`src/rtl/m_rr_arbiter_8.sv`:
```
// Eight-requester round-robin arbiter with registered one-hot grant and a hold timer
// that forces rotation when the owner keeps the resource too long under contention.
module m_rr_arbiter_8 #(
  parameter int unsigned HOLD_LIMIT = 4
) (
  input  logic       clk,
  input  logic       reset,
  input  logic [7:0] req,
  output logic [7:0] gnt,
  output logic [2:0] gnt_idx,
  output logic       gnt_valid,
  output logic       timeout
);

  localparam int unsigned CntW = $clog2(HOLD_LIMIT + 1);
  localparam logic [CntW-1:0] HoldMax = CntW'(HOLD_LIMIT - 1);

  typedef enum logic {StIdle, StGrant} state_e;

  state_e          state_q, state_d;
  logic [2:0]      ptr_q, ptr_d;
  logic [2:0]      idx_q, idx_d;
  logic [CntW-1:0] hold_q, hold_d;
  logic            valid_q, valid_d;
  logic            timeout_q, timeout_d;

  logic [2:0] pick;
  logic       pick_vld;
  logic       others_waiting;

  // Walk offsets from high to low so the smallest offset from ptr wins.
  always_comb begin
    pick     = '0;
    pick_vld = 1'b0;
    for (int i = 7; i >= 0; i--) begin
      if (req[ptr_q + 3'(i)]) begin
        pick     = ptr_q + 3'(i);
        pick_vld = 1'b1;
      end
    end
  end

  assign others_waiting = |(req & ~(8'b1 << idx_q));

  always_ff @(posedge clk) begin
    if (reset) begin
      state_q   <= StIdle;
      ptr_q     <= '0;
      idx_q     <= '0;
      hold_q    <= '0;
      valid_q   <= 1'b0;
      timeout_q <= 1'b0;
    end else begin
      state_q   <= state_d;
      ptr_q     <= ptr_d;
      idx_q     <= idx_d;
      hold_q    <= hold_d;
      valid_q   <= valid_d;
      timeout_q <= timeout_d;
    end
  end

  always_comb begin
    state_d   = state_q;
    ptr_d     = ptr_q;
    idx_d     = idx_q;
    hold_d    = hold_q;
    valid_d   = valid_q;
    timeout_d = 1'b0;
    case (state_q)
      StIdle: begin
        if (pick_vld) begin
          idx_d   = pick;
          valid_d = 1'b1;
          hold_d  = '0;
          state_d = StGrant;
        end
      end
      StGrant: begin
        // Release wins over preempt, so timeout only fires while the owner still requests.
        if (!req[idx_q]) begin
          valid_d = 1'b0;
          ptr_d   = idx_q + 3'd1;
          state_d = StIdle;
        end else if (hold_q == HoldMax && others_waiting) begin
          valid_d   = 1'b0;
          ptr_d     = idx_q + 3'd1;
          timeout_d = 1'b1;
          state_d   = StIdle;
        end else if (hold_q != HoldMax) begin
          hold_d = hold_q + CntW'(1);
        end
      end
      default: state_d = StIdle;
    endcase
  end

  always_comb begin
    gnt       = valid_q ? (8'b1 << idx_q) : 8'h00;
    gnt_idx   = idx_q;
    gnt_valid = valid_q;
    timeout   = timeout_q;
  end

endmodule

```
`config.mk`:
```
export PLATFORM = sky130hd
export DESIGN_NAME = m_rr_arbiter_8
export DESIGN_NICKNAME = d
export VERILOG_FILES = /design/src/rtl/m_rr_arbiter_8.sv
export SDC_FILE = /design/constraint.sdc
export NUM_CORES = 1
export LEC_CHECK = 0
export ABC_AREA = 1
export ABC_CLOCK_PERIOD_IN_PS = 3400
export CAP_MARGIN = 20
export CORE_MARGIN = 4
export CORE_UTILIZATION = 55
export DETAILED_ROUTE_END_ITERATION = 12
export PLACE_DENSITY_LB_ADDON = 0.1
export RECOVER_POWER = 25
export SLEW_MARGIN = 20
export SYNTH_ARGS = -nofsm -noshare
export SYNTH_HDL_FRONTEND = slang
export SYNTH_SLANG_ARGS = --single-unit
```
`constraint.sdc`:
```
create_clock -name clk -period 3.4 [get_ports clk]
set_input_delay 0.68 -clock clk [delete_from_list [all_inputs] [get_ports clk]]
set_output_delay 0.68 -clock clk [all_outputs]
set_load 0.005 [all_outputs]
```
* Word-level counts from Yosys, hierarchy flattened
Cells that the tools add are included.
** Operators by class
- Shift-type cells :: 1
- $lt $le $gt $ge :: 9
- Bitwise logic cells :: 4
- $add $sub $neg :: 9
- Reduce and logical (&&, ||, !) cells :: 7
- Eq/ne operators :: 8
- Mux-type cells :: 51
** Operator list (number)
- two-way mux 3 bit :: 14
- less-than comparator 3 x 4 -> 1 bit (second input constant) :: 9
- binary-select mux 1 bit (select 3 bit) :: 9
- two-way mux 1 bit :: 24
- adder 3 bit (second input constant) :: 4
- adder 3 x 1 -> 3 bit (second input constant) :: 3
- bitwise AND 8 bit :: 1
- two-way mux 8 bit :: 1
- NOT 8 bit :: 1
- OR reduction 8 bit :: 1
- left shift 1 x 3 -> 8 bit (first input constant) :: 1
- adder 3 x 2 -> 3 bit (second input constant) :: 2
- inequality test 2 x 1 -> 1 bit (second input constant) :: 3
- inequality test 3 x 2 -> 1 bit (second input constant) :: 2
- case mux 3 bit (2 select lines) :: 1
- AND reduction 2 bit :: 3
- inequality test 2 bit (second input constant) :: 2
- case mux 1 bit (2 select lines) :: 2
- AND reduction 4 bit :: 1
- == test 3 x 2 -> 1 bit (second input constant) :: 1
- OR reduction 3 bit :: 1
- NOT 1 bit :: 2
- logical AND 1 bit :: 1
** Word-level totals
- Input bits :: 10
- Output and inout bits :: 13
- Bits in registers :: 12
- Word-level logic and storage cells :: 95

* Longest topological paths before layout
- Word-level depth :: 13
- Mapped depth :: 16
- Gate-level depth less buffers :: 16

* Least setup slack after synthesis
Ideal clock, no wire load.
- Path type :: register -> register
- Start :: register ptr_q[0]
- End :: register hold_q[1]
- Stages on the path, launching flop included :: 13
- Data required time :: 3.280 ns
- Library setup time :: 0.120 ns
- Setup slack :: 1.426 ns
- Buffers on the path :: 0
- Period minus slack after synthesis :: 1.974 ns
- Arrival time :: 1.854 ns
- Path through :: dfxtp_1 inv_2 ha_1 inv_2 nand3_1 nand3_2 nand2_2 nor2_4 nand3_2 nor2_4 nand2_4 a31oi_1 a21oi_2
** On the way
- Cells in the longest elaborated chain, start to end :: 13
- Elaborated cells between the ends (all ways) :: 33
- Classes of those cells :: 7 x add/sub; 1 x eq/ne; 24 x mux; 1 x reduce/logical
** RTL lines
- start, declared :: RTL line 21 : logic [2:0] ptr_q, ptr_d;
- start signal, assigned :: RTL line 55 : ptr_q <= ptr_d;
- adder 3 bit :: RTL line 36 : if (req[ptr_q + 3'(i)]) begin
- binary-select mux 1 bit (select 3 bit) :: RTL line 36
- two-way mux 1 bit (not written as such) :: RTL line 36
- two-way mux 1 bit (7 in series) :: RTL line 36
- two-way mux 1 bit (*) :: RTL line 36
- inequality test 2 bit (no source line) (*)
- AND reduction 4 bit (no source line) (*)
- end signal, assigned :: RTL line 57 : hold_q <= hold_d;
- end, declared :: RTL line 23 : logic [CntW-1:0] hold_q, hold_d;
Every way passes the cells marked *; elsewhere a longest branch is shown, timed or not. The select of a mux whose other input is x is not followed.
A chain may end at the register's enable or synchronous reset.

* Worst setup path in the final report
- Start :: register ptr_q[0]
- End :: register hold_q[2]
The elaborated chain is that of the path after synthesis.

==> reports/qor.csv <==
metric,value,unit
status,"finished, final reports clean",
vias in the first global route,1510,
Worst setup SP type,register,
final setup skew,0.00964,ns
Final Slew Violations,0,
Total GRT Usage,0.237,
"Buf+Inv Stages, Crit Path",2,
# resized after CTS,0,
Peak VDD IR,0.752,mV
Post-CTS Setup Bufs,0,
CTS sink count,12,
Post-DRT Antenna Nets,0,
type of the worst min-delay path,register to register,
Routed WL,3770,um
first-pass GRT wire length,6560,um
post-synthesis sequential area ratio,0.169,
die width,58.9,um
RSZ-0062 raised after global routing,false,
layout cells sized above 1,0.127,
Syn Area/Cell,6.19,sq um
clk_lat worst skew,0.28,ns
clock slew at reported path FFs,0.08,ns
most frequent cells in the layout,"nand2_1, nand3_1, inv_1",
"most common cell after layout, fill and taps aside",nand2_1,
required time of the critical path,3.61,ns
DP HPWL,3040,um
Worst Tran Pin Value,0.472,ns
Max Cap Viol,0,
initial antenna violation count,0,
Post-CTS Hold Fix Bufs,0,
root buffer cell,clkbuf_4,
Fin Hold WS,0.492,ns
Vias/cell,5.61,
Die Ht,58.9,um
Bufs on Longest Clock Path,2,
Starting Density,0.574,
DR DRC count,0,
fin util,0.679,
type of the worst setup path,register to register,
area grow syn2layout,18.3,%
CP Cell Sequence,inv_2 > ha_1 > inv_2 > nand3_1 > nand3_2 > nand2_2 > nor2_4 > nand3_2 > nor2_4 > nand2_4 > nand3_4 > nand2_2 > a22oi_2,
number of port buffers,22,
CTS tree,built,
Fmax,396,MHz
Worst Path Max Fanout,12,
Synth Register Bits,12,
Top Family by Delay on Critical Path,simple AND/OR/NAND/NOR gates,
IO Pins,23,
Total Power,1.69,mW
Slowest cell on crit path,dfxtp_1,
Mapped Cells,230,
crit-path max cell delay,0.57,ns
Die ar.,3460,sq um
Tcrit/Tclk final,0.742,
via count,1583,
DR pass1 iterations,4,
nature of the critical path endpoint,register,
DR iter-0 viols,81,
Synth cell types,31,
# diodes,0,
CTS buffer count,3,
CP arrival,2.73,ns
Tmin final,2.52,ns
Final setup violation count,0,
routability congestion estimate,0.932,
Synthesis Warnings,0,
CORE AREA,2480,sq um
Site Rows,18,
Final Hold Fails,0,
nets@finish,273,
CTS H-tree lvls,1,
Pleak,0.820,nW
Synth Cell Area,1420,sq um
total grt overflow,0,
Slew HR,0.685,
syn_nets,250,
largest net degree at the start of global routing,14,
Power per Cell Area,1010,nW/um^2
setup TNS,0,ns
Avg WL per Cell,13.4,um
metal layers:
metal	part of all wire	routed length, um	GRT usage	vias to the layer above
met3	0.052	196	0.0482	2
met2	0.48	1790	0.394	58
li1	-	-	-	811
met4	0.0037	14	0.0356	0
met1	0.47	1770	0.321	712
met5	0	0	0	-
tightest hold or removal path: stages, from the launching register on:
cell and delay (ns):
dfxtp_1 0.33, nand2_1 0.07, a21oi_1 0.05
stage by stage:
step	worst slack, ns	area (sq um)	instances
global route	0.708	1680	282
floorplan	1.43	1420	230
global placement	0.940	1650	278
CTS	0.887	1690	282
detailed placement	0.918	1650	278
finish	0.877	1680	282
Yosys cell counts:
cell type,number,area share
a211oi_1,1,0.0053
a21oi_1,14,0.049
a21oi_2,2,0.012
a22oi_2,1,0.0088
a31oi_1,3,0.013
buf_1,1,0.0026
buf_2,1,0.0035
buf_4,1,0.0053
buf_6,2,0.016
dfxtp_1,12,0.17
ha_1,10,0.088
inv_1,21,0.055
inv_2,8,0.021
nand2_1,61,0.16
nand2_2,5,0.022
nand2_4,1,0.0079
nand3_1,32,0.11
nand3_2,5,0.035
nand3_4,1,0.012
nand3b_1,1,0.0053
nand4_1,3,0.013
nor2_1,12,0.032
nor2_4,3,0.024
nor3_1,6,0.021
o211ai_2,2,0.018
o21ai_0,14,0.049
o21ai_1,1,0.0035
o21bai_1,1,0.0053
o22ai_1,1,0.0044
xnor2_1,2,0.012
xor2_1,2,0.012
power breakdown:
group,leakage (nW),switching (mW),internal [mW],total [mW]
combinational,0.700,0.828,0.469,1.30
sequential,0.0990,0.0891,0.192,0.281
clock,0.0210,0.0498,0.0651,0.115
area by class of cell:
type | count | area (sq um)
inverter | 29 | 109
multi-input combinational | 184 | 1030
clock buffer | 4 | 36.3
fill | 238 | 795
sequential | 12 | 240
timing repair buffer | 23 | 228
tap | 30 | 37.5
flip-flops by register name, summed over array words and instances, names as in the netlist:
| signal | count |
|---|---|
| gnt_idx | 3 |
| hold_q | 3 |
| ptr_q | 3 |
| gnt_valid | 1 |
| state_q | 1 |
| timeout | 1 |
final timing paths:
| path | startpoint | end | slack (ns) | cells past startpoint |
|---|---|---|---|---|
| min | hold_q[0] | hold_q[0] | 0.49 | 2 |
| max | ptr_q[0] | hold_q[2] | 0.88 | 13 |
| min reg2reg | hold_q[0] | hold_q[0] | 0.49 | 2 |
| max reg2reg | ptr_q[0] | hold_q[2] | 0.88 | 13 |
logic make-up (layout without fill, tap and decap cells):
family                     after synthesis  count (layout)  share of synthesized area
xor gates and xnor gates                 4               4                     0.0246
DFF                                     12              12                      0.169
and+or+nand+nor                        130             130                      0.446
AOI/OAI and AO/OA                       40              40                      0.169
adders and majority gates               10              10                     0.0880
buffers and inverters                   34              56                      0.104
Power figures use the tool's default switching activity.
